<file path="config.mk">
export PLATFORM = sky130hd
export DESIGN_NAME = spi_ram_ctrl
export DESIGN_NICKNAME = d
export VERILOG_FILES = /design/src/rtl/spi_ram_ctrl_pkg.sv /design/src/rtl/spi_ram_ctrl.sv
export SDC_FILE = /design/constraint.sdc
export NUM_CORES = 1
export LEC_CHECK = 0
export ABC_CLOCK_PERIOD_IN_PS = 1860
export CELL_PAD_IN_SITES_DETAIL_PLACEMENT = 1
export CELL_PAD_IN_SITES_GLOBAL_PLACEMENT = 1
export CORE_UTILIZATION = 30
export DETAILED_ROUTE_END_ITERATION = 7
export PLACE_DENSITY_LB_ADDON = 0.1
export SLEW_MARGIN = 25
export SYNTH_ARGS = -nofsm -noshare
export SYNTH_HDL_FRONTEND = slang
export SYNTH_SLANG_ARGS = --single-unit
</file>
<file path="constraint.sdc">
create_clock -name clk -period 1.86 [get_ports clk]
set_input_delay 0.372 -clock clk [delete_from_list [all_inputs] [get_ports clk]]
set_output_delay 0.372 -clock clk [all_outputs]
set_load 0.005 [all_outputs]
</file>
<file path="src/rtl/spi_ram_ctrl_pkg.sv">
// Shared definitions for the SPI command sequencer: opcodes, command word
// field positions and FSM state codes.
package spi_ram_pkg;

  localparam logic [1:0] OP_WR_ADDR = 2'b00;
  localparam logic [1:0] OP_WR_DATA = 2'b01;
  localparam logic [1:0] OP_RD_ADDR = 2'b10;
  localparam logic [1:0] OP_RD_DATA = 2'b11;

  localparam int CMD_OP_HI = 9;
  localparam int CMD_OP_LO = 8;
  localparam int CMD_PL_HI = 7;
  localparam int CMD_PL_LO = 0;

  localparam logic [2:0] ST_IDLE       = 3'd0;
  localparam logic [2:0] ST_WRITE_CYC  = 3'd1;
  localparam logic [2:0] ST_READ_ISSUE = 3'd2;
  localparam logic [2:0] ST_READ_WAIT  = 3'd3;
  localparam logic [2:0] ST_TX_HOLD    = 3'd4;

endpackage

</file>
<file path="src/rtl/spi_ram_ctrl.sv">
// Decodes 10-bit SPI command words into byte-RAM write/read strobes and
// returns read bytes to the SPI slave; enforces read-address before read-data.
module spi_ram_ctrl
  import spi_ram_pkg::*;
#(
  parameter int MEM_DEPTH  = 256,
  parameter int ADDR_SIZE  = 8,
  parameter int RD_LATENCY = 1,
  parameter int AUTO_INC   = 0
) (
  input  logic                 clk,
  input  logic                 rst_n,
  input  logic [9:0]           rx_data,
  input  logic                 rx_valid,
  input  logic                 ss_n,
  output logic [7:0]           tx_data,
  output logic                 tx_valid,
  output logic                 mem_en,
  output logic                 mem_we,
  output logic [ADDR_SIZE-1:0] mem_addr,
  output logic [7:0]           mem_wdata,
  input  logic [7:0]           mem_rdata,
  output logic                 busy,
  output logic                 seq_err
);

  localparam logic [ADDR_SIZE-1:0] ADDR_LAST = ADDR_SIZE'(MEM_DEPTH - 1);

  function automatic logic [ADDR_SIZE-1:0] addr_inc(input logic [ADDR_SIZE-1:0] a);
    return (a == ADDR_LAST) ? '0 : a + ADDR_SIZE'(1);
  endfunction

  logic [2:0]           state_q, state_d;
  logic                 rx_valid_q;
  logic [ADDR_SIZE-1:0] wr_addr_q, wr_addr_d, rd_addr_q, rd_addr_d;
  logic                 rd_armed_q, rd_armed_d;
  logic [1:0]           cnt_q, cnt_d;
  logic [7:0]           tx_data_q, tx_data_d;
  logic                 tx_valid_q, tx_valid_d;
  logic                 mem_en_q, mem_en_d, mem_we_q, mem_we_d;
  logic [ADDR_SIZE-1:0] mem_addr_q, mem_addr_d;
  logic [7:0]           mem_wdata_q, mem_wdata_d;
  logic                 busy_q, busy_d, seq_err_q, seq_err_d;

  logic                 accept, decode;
  logic [1:0]           opcode;
  logic [7:0]           payload;
  logic [ADDR_SIZE-1:0] pl_addr;

  // A level-held rx_valid counts as one command: only its rising edge accepts.
  assign accept  = rx_valid & ~rx_valid_q;
  assign opcode  = rx_data[CMD_OP_HI:CMD_OP_LO];
  assign payload = rx_data[CMD_PL_HI:CMD_PL_LO];
  assign pl_addr = rx_data[CMD_PL_LO +: ADDR_SIZE];

  always_comb begin
    state_d     = state_q;
    wr_addr_d   = wr_addr_q;
    rd_addr_d   = rd_addr_q;
    rd_armed_d  = rd_armed_q;
    cnt_d       = cnt_q;
    tx_data_d   = tx_data_q;
    tx_valid_d  = tx_valid_q;
    mem_en_d    = 1'b0;
    mem_we_d    = 1'b0;
    mem_addr_d  = '0;
    mem_wdata_d = '0;
    seq_err_d   = 1'b0;
    decode      = 1'b0;

    case (state_q)
      ST_IDLE, ST_WRITE_CYC: begin
        state_d = ST_IDLE;
        decode  = accept;
      end
      ST_READ_ISSUE: begin
        state_d   = ST_READ_WAIT;
        cnt_d     = '0;
        seq_err_d = accept;
      end
      ST_READ_WAIT: begin
        seq_err_d = accept;
        if (cnt_q == 2'(RD_LATENCY - 1)) begin
          tx_data_d  = mem_rdata;
          tx_valid_d = 1'b1;
          state_d    = ST_TX_HOLD;
        end else begin
          cnt_d = cnt_q + 2'd1;
        end
      end
      ST_TX_HOLD: begin
        // A new accept takes priority over ss_n and is decoded as from IDLE.
        if (accept || ss_n) begin
          tx_valid_d = 1'b0;
          state_d    = ST_IDLE;
          decode     = accept;
        end
      end
      default: state_d = ST_IDLE;
    endcase

    if (decode) begin
      case (opcode)
        OP_WR_ADDR: wr_addr_d = pl_addr;
        OP_WR_DATA: begin
          state_d     = ST_WRITE_CYC;
          mem_en_d    = 1'b1;
          mem_we_d    = 1'b1;
          mem_addr_d  = wr_addr_q;
          mem_wdata_d = payload;
          if (AUTO_INC != 0) wr_addr_d = addr_inc(wr_addr_q);
        end
        OP_RD_ADDR: begin
          rd_addr_d  = pl_addr;
          rd_armed_d = 1'b1;
        end
        default: begin
          if (rd_armed_q) begin
            state_d    = ST_READ_ISSUE;
            mem_en_d   = 1'b1;
            mem_addr_d = rd_addr_q;
            if (AUTO_INC != 0) rd_addr_d  = addr_inc(rd_addr_q);
            else               rd_armed_d = 1'b0;
          end else begin
            seq_err_d = 1'b1;
          end
        end
      endcase
    end

    busy_d = (state_d == ST_READ_ISSUE) || (state_d == ST_READ_WAIT);
  end

  always_ff @(posedge clk or negedge rst_n) begin
    if (!rst_n) begin
      state_q     <= ST_IDLE;
      rx_valid_q  <= 1'b0;
      wr_addr_q   <= '0;
      rd_addr_q   <= '0;
      rd_armed_q  <= 1'b0;
      cnt_q       <= '0;
      tx_data_q   <= '0;
      tx_valid_q  <= 1'b0;
      mem_en_q    <= 1'b0;
      mem_we_q    <= 1'b0;
      mem_addr_q  <= '0;
      mem_wdata_q <= '0;
      busy_q      <= 1'b0;
      seq_err_q   <= 1'b0;
    end else begin
      state_q     <= state_d;
      rx_valid_q  <= rx_valid;
      wr_addr_q   <= wr_addr_d;
      rd_addr_q   <= rd_addr_d;
      rd_armed_q  <= rd_armed_d;
      cnt_q       <= cnt_d;
      tx_data_q   <= tx_data_d;
      tx_valid_q  <= tx_valid_d;
      mem_en_q    <= mem_en_d;
      mem_we_q    <= mem_we_d;
      mem_addr_q  <= mem_addr_d;
      mem_wdata_q <= mem_wdata_d;
      busy_q      <= busy_d;
      seq_err_q   <= seq_err_d;
    end
  end

  assign tx_data   = tx_data_q;
  assign tx_valid  = tx_valid_q;
  assign mem_en    = mem_en_q;
  assign mem_we    = mem_we_q;
  assign mem_addr  = mem_addr_q;
  assign mem_wdata = mem_wdata_q;
  assign busy      = busy_q;
  assign seq_err   = seq_err_q;

endmodule

</file>
==> run metrics, run 1 <==
Placeable Area=6460 um^2; Power Density=1100 nW/um^2; CP delay by family, top=buffers and inverters; final setup fails=0; DP HPWL=3.40 mm; sequential-to-total area share from yosys stat=0.636; min Tclk post-route=1580 ps; Yosys top cell by area=dfrtp_1; DRT iter0 DRCs=52; post-CTS sizing=0; DP Worst Slack=-19.2 ps; final slew viol count=0; post-CTS setup buffer count=0; # DRC=0; syn_nets=168; Post-synth EDFFs=0; Via Count=1350; top cells by instance count after synthesis=52 x dfrtp_1, 22 x mux2_2, 10 x and2_1; TritonCTS clock tree=done; endpoints failing hold=0; Initial Util=0.317; Buffers on Ports=50; Clock Path Buffers=2; CTS HTree Levels=2; worst skew pair latency=310 ps; Lkg Pwr=1.20 nW; Post-Syn Area=2050 um^2; share of layout cells above drive strength 1=0.215; Post-synth top flop=dfrtp_1; WL met1=2.08 mm; Worst slew margin=0.708; met3 routed WL=158 um; DIE HEIGHT=84.6 um; crit-path cells=clkdlybuf4s50_1; Max Freq=634 MHz; critical path arrival=1200 ps; worst-path fanout max=3; Worst-path clk slew=100 ps; GP Congestion=0.775; ranking of synthesized cells by area=dfrtp_1 64%, mux2_2 12%, and2_1 3.1%; grt total ovfl=0; Synth Area per Inst=14.1 um^2; Async S/R FF share, synth=1.00; Setup CP Type=register to output pin; Switching Fraction=0.276; Clock Sinks=52; CP endpoint kind=output pin; RSZ-0062 raised after global routing=no; post-route ant nets=0; switching pwr=840 uW; detailed-route vias per instance=4.79; most common cell in the netlist=dfrtp_1; Max VDD drop=0.000387 V; Max Cap Viol=0; Die W=84.6 um; hold_buf cts=1; internal power=2.21 mW; stages on the worst setup path=1; Final Skew=6.06 ps; run status=finished clean; Yosys cell types=30; synth warn=0; vias in the first global route=1502; worst r2r path cells=4; WL per Instance=16.7 um; Crit path largest cell delay=520 ps; #FFs+latches synth=52; Hold Path Cell Cnt=1; Top Metal Used=met4; global-route wire length before repair=7.77 mm; top-area cell type share of the netlist area=0.636; ant diodes=0; nets@finish=227; worst slew pin tran=438 ps; fin crit share=0.847; Root Driver=clkbuf_8; Post-Syn Instances=145; Setup crit start kind=register; Setup WS post-layout=284 ps; Worst path slowest cell=clkdlybuf4s50_1; Post-Route WL=4.71 mm; Tot GR Track Use=0.145; CP required=1490 ps; Met2 Routed Length=2.39 mm; Clock power frac=0.214; Logic pwr share=0.263; largest net degree at the start of global routing=25; Layout area overhead=35.8%; Final Non-Filler Cells=282; cell row count=29; die area=7160 um^2; # placed instances=273; # IOs=51; total CTS buffers=5; Seq pwr share=0.523; Hold Crit Class=register to register; initial antenna violation count=0; DR pass1 iterations=6; WP buf/inv=1
[metrics by stage]
stage          hold WS (ps)  power (mW)  TNS [ps]  utilization  area (um^2)
6_report                518        3.05         0        0.430         2780
3_5_place_dp            341        2.44     -49.9        0.415         2680
4_1_cts                 521        3.10         0        0.430         2780
2_1_floorplan          76.4        2.00         0            -         2050
5_1_grt                 535        3.24         0        0.430         2780
3_3_place_gp            345        2.39     -14.4        0.415         2680
[state kept, by name, summed over array words and instances, names as in the netlist, 2 cells and up]
register / cells
mem_addr: 8
mem_wdata: 8
rd_addr_q: 8
tx_data: 8
wr_addr_q: 8
state_q: 3
cnt_q: 2
[final cells by class]
type	count	area [um^2]
clock buffer	6	72.6
inverter	3	11.3
sequential	52	1300
tap	77	96.3
clock inverter	2	16.3
multi-input combinational	84	699
timing repair buffer	58	583
fill	674	3680
[power by group through the flow]
stage	combinational (mW)	sequential [mW]	clock (mW)
detailed placement	0.817	1.62	0
CTS	0.823	1.60	0.679
finish	0.803	1.59	0.652
global route	0.877	1.64	0.730
floorplan	0.435	1.56	0
global placement	0.785	1.60	0
[path summary, 6_finish.rpt]
kind,from,end,slack [ps]
max in group asynchronous,rst_n,rd_addr_q[1],810
setup reg to reg,cnt_q[0],tx_data[6],310
hold / removal,tx_data[2],tx_data[2],520
min in group asynchronous,rst_n,tx_data[5],540
setup / recovery,tx_valid,tx_valid,280
hold reg to reg,tx_data[2],tx_data[2],520
[layer usage]
layer  vias to the layer above  global-route usage
li1                        625                   -
met4                         0              0.0601
met1                       692               0.184
met2                        27               0.242
met5                         -                   0
met3                         6              0.0315
[kinds of logic (layout without fill, tap and decap cells)]
family                     after synthesis  count (layout)  synth area share
adders and majority gates                1               1           0.00611
muxes                                   24              24             0.136
DFF                                     52              52             0.636
buffers and inverters                    9              69            0.0226
and+or+nand+nor                         38              38             0.120
AOI/OAI and AO/OA                       21              21            0.0801
[cell usage in the layout (no fill, tap or decap)]
cell / instances
nand3_4: 1
buf_4: 5
and4_1: 1
o22ai_1: 1
a21oi_1: 2
o41ai_1: 2
inv_1: 2
ha_1: 1
nand4b_4: 1
nand3_1: 1
and2_1: 10
a21oi_4: 1
inv_2: 1
nand2_1: 4
nand4_1: 1
buf_2: 1
o21ai_0: 1
nand4b_2: 1
buf_12: 2
mux2_4: 2
nor3b_1: 1
clkdlybuf4s50_1: 49
dlygate4sd3_1: 1
a22o_1: 3
nor2_1: 9
clkbuf_1: 1
clkbuf_8: 5
a22oi_1: 8
nand2b_1: 4
o21bai_1: 1
dfrtp_1: 52
a21o_1: 2
clkinv_4: 1
clkinvlp_4: 1
mux2_2: 22
nor2b_1: 4
Power figures use the tool's default switching activity.
==> run 2, diff against run 1 <==
--- a/config.mk
+++ b/config.mk
@@ -5,7 +5,7 @@
 export SDC_FILE = /design/constraint.sdc
 export NUM_CORES = 1
 export LEC_CHECK = 0
-export ABC_CLOCK_PERIOD_IN_PS = 1860
+export ABC_CLOCK_PERIOD_IN_PS = 1500
 export CELL_PAD_IN_SITES_DETAIL_PLACEMENT = 1
 export CELL_PAD_IN_SITES_GLOBAL_PLACEMENT = 1
 export CORE_UTILIZATION = 30
==> constraint.sdc (replaced) <==
create_clock -name clk -period 1.5 [get_ports clk]
set_input_delay 0.3 -clock clk [delete_from_list [all_inputs] [get_ports clk]]
set_output_delay 0.3 -clock clk [all_outputs]
set_load 0.005 [all_outputs]
==> run 2 against run 1 <==
  * Clock skew shrank 2.1 ps
  * Hold slack got worse by 18 ps
  * Total power rose by 30%
  * Register-to-register slack worse by 240 ps
==> run metrics, run 2 (same netlist as run 1, synthesis figures left out) <==
run status=finished clean; critical path arrival=1660 ps; endpoints failing hold=0; CP required=1690 ps; Power Density=1360 nW/um^2; Layout area overhead=42.2%; Tot GR Track Use=0.140; Placeable Area=6460 um^2; R2R Path End=rd_addr_q[5]; Root Driver=clkbuf_8; routing usage on met1=0.181; GRT Max-Usage Layer=met2; cell row count=29; min Tclk post-route=1470 ps; Buffers on Ports=50; Clock Sinks=52; post-route ant nets=0; largest net degree at the start of global routing=53; Worst Hold End=rx_valid_q; Post-DP Area=2720 um^2; final setup fails=0; DIE HEIGHT=84.6 um; Die W=84.6 um; grt total ovfl=0; Via Count=1395; Setup crit start kind=input pin; Max Cap Viol=0; Max Freq=681 MHz; critical path startpoint=rx_valid; worst r2r src=state_q[2]; DR pass1 iterations=6; DP Worst Slack=-303 ps; CP endpoint kind=register; vias in the first global route=1587; Max VDD drop=0.000637 V; DP HPWL=3.25 mm; Hold Crit Class=input pin to register; TritonCTS clock tree=done; Worst-path clk slew=90 ps; # IOs=51; worst slew pin tran=361 ps; ant diodes=0; hold path start=rx_valid; RSZ-0062 raised after global routing=yes; Setup WS post-layout=31.7 ps; DRT iter0 DRCs=28; CTS HTree Levels=2; GP Congestion=0.683; global routing usage on met2=0.234; total CTS buffers=5; fin crit share=0.979; final slew viol count=0; worst skew pair latency=300 ps; share of layout cells above drive strength 1=0.270; Final Skew=4.00 ps; worst-path fanout max=7; # DRC=0; WL per Instance=16.0 um; die area=7160 um^2; detailed-route vias per instance=4.78; most frequent cells in the layout=51 x dfrtp_1, 42 x clkdlybuf4s50_1, 22 x mux2_2; reg-to-reg slack, setup=70 ps; initial antenna violation count=0; nets@finish=237; most common cell after layout, fill and taps aside=dfrtp_1; global-route wire length before repair=7.83 mm; Clock Path Buffers=2; M3 GR Usage=0.0344; Post-Route WL=4.66 mm; Lkg Pwr=1.33 nW; Initial Util=0.317; design area=2910 um^2; Worst slew margin=0.759; Hold Path Cell Cnt=1; Setup CP Type=input pin to register; worst r2r path cells=3
## run 2: worst max path at each step
stage / to / slack (ps) / cells after the start
after floorplan: rd_addr_q[4] / 170 / 4
after global placement: rd_addr_q[4] / -290 / 5
after detailed placement: rd_addr_q[5] / -300 / 5
after CTS: tx_valid / 20 / 1
after global routing: tx_valid / -5 / 1
final: rd_addr_q[5] / 30 / 5
## run 2: metal layers
layer  routed length, um  vias to the layer above
li1                    -                      646
met1                2120                      718
met2                2350                       26
met3                 151                        5
met4                  38                        0
met5                   0                        -
## run 2: cell type report
class                           instances  area, um^2
Tap cell                               77        96.3
Clock buffer                            6        72.6
Sequential cell                        52        1300
Timing Repair Buffer                   67         656
Fill cell                             681        3550
Multi-Input combinational cell         85         733
Inverter                                3        11.3
Clock inverter                          2        38.8
## run 2: stage by stage
stage | utilization | TNS (ps) | total power, mW | instances | hold WS, ps
global route | 0.451 | -9.34 | 4.20 | 292 | 484
global placement | 0.421 | -6970 | 2.97 | 280 | 314
CTS | 0.444 | 0 | 4.02 | 291 | 489
finish | 0.451 | 0 | 3.95 | 292 | 500
floorplan | - | 0 | 2.48 | 145 | 4.41
detailed placement | 0.421 | -7660 | 3.03 | 280 | 315
## run 2: critical path, cell delays in order
cell	delay [ps]
clkdlybuf4s50_1	500
nor2b_1	150
buf_4	200
nand4b_4	170
mux2_4	340
## run 2: where the power goes
group          internal, mW  leakage [nW]  switching, mW
registers              1.76         0.661          0.215
logic                 0.662         0.612          0.372
clock network         0.504        0.0558          0.444
## run 2: repair_timing
item,in CTS,in global routing
hold buffers,1,0
gates resized for setup,0,12
gates cloned,1,0
setup endpoints to repair,2,19
buffers inserted,1,1
endpoints found under the hold margin,52,0
==> run 3, diff against run 2 <==
--- a/config.mk
+++ b/config.mk
@@ -5,7 +5,7 @@
 export SDC_FILE = /design/constraint.sdc
 export NUM_CORES = 1
 export LEC_CHECK = 0
-export ABC_CLOCK_PERIOD_IN_PS = 1500
+export ABC_CLOCK_PERIOD_IN_PS = 1320
 export CELL_PAD_IN_SITES_DETAIL_PLACEMENT = 1
 export CELL_PAD_IN_SITES_GLOBAL_PLACEMENT = 1
 export CORE_UTILIZATION = 30
==> constraint.sdc (replaced) <==
create_clock -name clk -period 1.32 [get_ports clk]
set_input_delay 0.264 -clock clk [delete_from_list [all_inputs] [get_ports clk]]
set_output_delay 0.264 -clock clk [all_outputs]
set_load 0.005 [all_outputs]
==> run 3 against run 2 <==
  * The flow now finishes with violations (setup timing)
  * Core utilization up 1.4 points
  * Die area unchanged
  * Final cell count up 3.4%
  * Clock skew up 2.0 ps
  * Total power up 11%
  * Global-route usage up 1.8 points
  * Sequential share of layout area down 1.3 points
  * First-iteration DRC count up 29%
  * Setup slack worse by 90 ps
  * Non-clock buffer count up 10
  * Critical path type is now register to register
  * Largest power group unchanged
==> run metrics, run 3 (same netlist as run 1, synthesis figures left out) <==
total CTS buffers=5; crit-path cells=a21oi_4, buf_6, nand4b_4, mux2_2; design area=3000 um^2; Max Cap Viol=0; ant diodes=0; Worst path slowest cell=dfrtp_2; Via Count=1425; Root Driver=clkbuf_8; run status=finished with violations; Switching Fraction=0.279; worst skew pair latency=300 ps; Post-Route WL=5.05 mm; Clock Path Buffers=2; Clock power frac=0.204; failing checks=setup timing; post-route ant nets=0; Logic pwr share=0.287; WL per Instance=16.7 um; hold path start=rx_valid; Final Skew=5.99 ps; Lkg Pwr=1.44 nW; # IOs=51; worst r2r src=state_q[2]; final slew viol count=0; Die W=84.6 um; GP Congestion=0.734; Crit path largest cell delay=450 ps; Setup WS post-layout=-58.0 ps; post-route setup TNS=-262 ps; cell row count=29; reg-to-reg slack, setup=-60 ps; global-route wire length before repair=8.65 mm; Max VDD drop=0.000585 V; CTS HTree Levels=2; largest net degree at the start of global routing=22; TritonCTS clock tree=done; worst slew pin tran=468 ps; switching pwr=1.22 mW; Initial Util=0.317; WL met1=2.26 mm; min Tclk post-route=1380 ps; internal power=3.16 mW; worst r2r path cells=4; Layout area overhead=46.6%; final setup fails=11; Placeable Area=6460 um^2; Max Freq=726 MHz; critical path arrival=1570 ps; CP delay by family, top=flip-flops; Worst slew margin=0.688; share of layout cells above drive strength 1=0.338; vias in the first global route=1635; die area=7160 um^2; Hold Path Cell Cnt=1; WP buf/inv=1; R2R Path End=rd_addr_q[2]; DP HPWL=3.60 mm; nets@finish=247; filler cell count=696; fin crit share=1.04; Setup CP Type=register to register; Met2 Routed Length=2.59 mm; Buffers on Ports=50; most frequent cells in the layout=50 x dfrtp_1, 30 x dlygate4sd2_1, 21 x mux2_2; Worst Hold End=rx_valid_q; stages on the worst setup path=4; CP endpoint kind=register; Post-DP Area=2800 um^2; Power Density=1460 nW/um^2; Seq pwr share=0.509; DR pass1 iterations=6; met3 routed WL=135 um; grt total ovfl=0; CP required=1520 ps; most common cell after layout, fill and taps aside=dfrtp_1; Worst-path clk slew=90 ps; DRT iter0 DRCs=36; # DRC=0; Hold Crit Class=input pin to register; initial antenna violation count=0; DIE HEIGHT=84.6 um; Setup crit start kind=register; RSZ-0062 raised after global routing=yes; Clock Sinks=52; Tot GR Track Use=0.158; Top Metal Used=met4; endpoints failing hold=0; worst-path fanout max=4; detailed-route vias per instance=4.72
-- run 3: cell count changes in the layout (fill, tap and decap cells not counted), moves of 2 or more --
cell	delta
dlygate4sd2_1	+30
clkdlybuf4s50_1	-24
buf_6	+6
dlymetal6s2s_1	-6
and2_1	-4
and2_4	+3
buf_12	+2
buf_4	+2
inv_1	-2
inv_2	+2
-- run 3: power by group through the flow --
stage,logic (mW),registers (mW),clock network (mW)
after global placement,1.22,2.23,0
after detailed placement,1.28,2.26,0
after global routing,1.37,2.29,1.01
final,1.26,2.23,0.892
after floorplan,0.619,2.20,0
after CTS,1.20,2.22,0.938
-- run 3: area by class of cell --
cell class,count,area [um^2],area share
Sequential cell,52,1300,0.434
Clock inverter,1,8.76,0.00292
Multi-Input combinational cell,85,779,0.260
Inverter,3,11.3,0.00375
Tap cell,77,96.3,0.0321
Clock buffer,7,76.3,0.0254
Timing Repair Buffer,77,726,0.242
-- run 3: what timing repair did --
action / in CTS / in global routing
hold endpoints to repair: 15 / 0
resized for setup: 34 / 20
hold buffers: 1 / 0
pin swaps: 2 / 5
endpoints found under the setup margin: 62 / 39
buffers inserted: 3 / 3
gates cloned: 1 / 0
-- run 3: how the worst max path moves through the flow --
stage | slack [ps] | startpoint | endpoint
5_1_grt | -110 | rx_valid_q | wr_addr_q[0]
3_5_place_dp | -450 | rx_valid | rd_addr_q[4]
3_3_place_gp | -440 | rx_valid | rd_addr_q[5]
6_report | -60 | state_q[2] | rd_addr_q[2]
2_1_floorplan | -2 | cnt_q[0] | tx_data[0]
4_1_cts | -60 | state_q[0] | wr_addr_q[3]
-- run 3: layer usage --
| layer | global-route usage | vias to the layer above |
|---|---|---|
| met5 | 0 | - |
| met4 | 0.0524 | 0 |
| met3 | 0.0315 | 7 |
| met2 | 0.268 | 25 |
| met1 | 0.203 | 732 |
| li1 | - | 661 |
-- run 3: stage by stage --
step                total power, mW  utilization  cells  worst slack, ps  hold slack (ps)
finish                         4.38        0.465    302            -58.0              234
global route                   4.67        0.465    302             -112              216
CTS                            4.36        0.452    300            -61.6              226
detailed placement             3.53        0.433    287             -449              262
global placement               3.45        0.433    287             -437              240
floorplan                      2.82            -    145            -1.70            -31.6
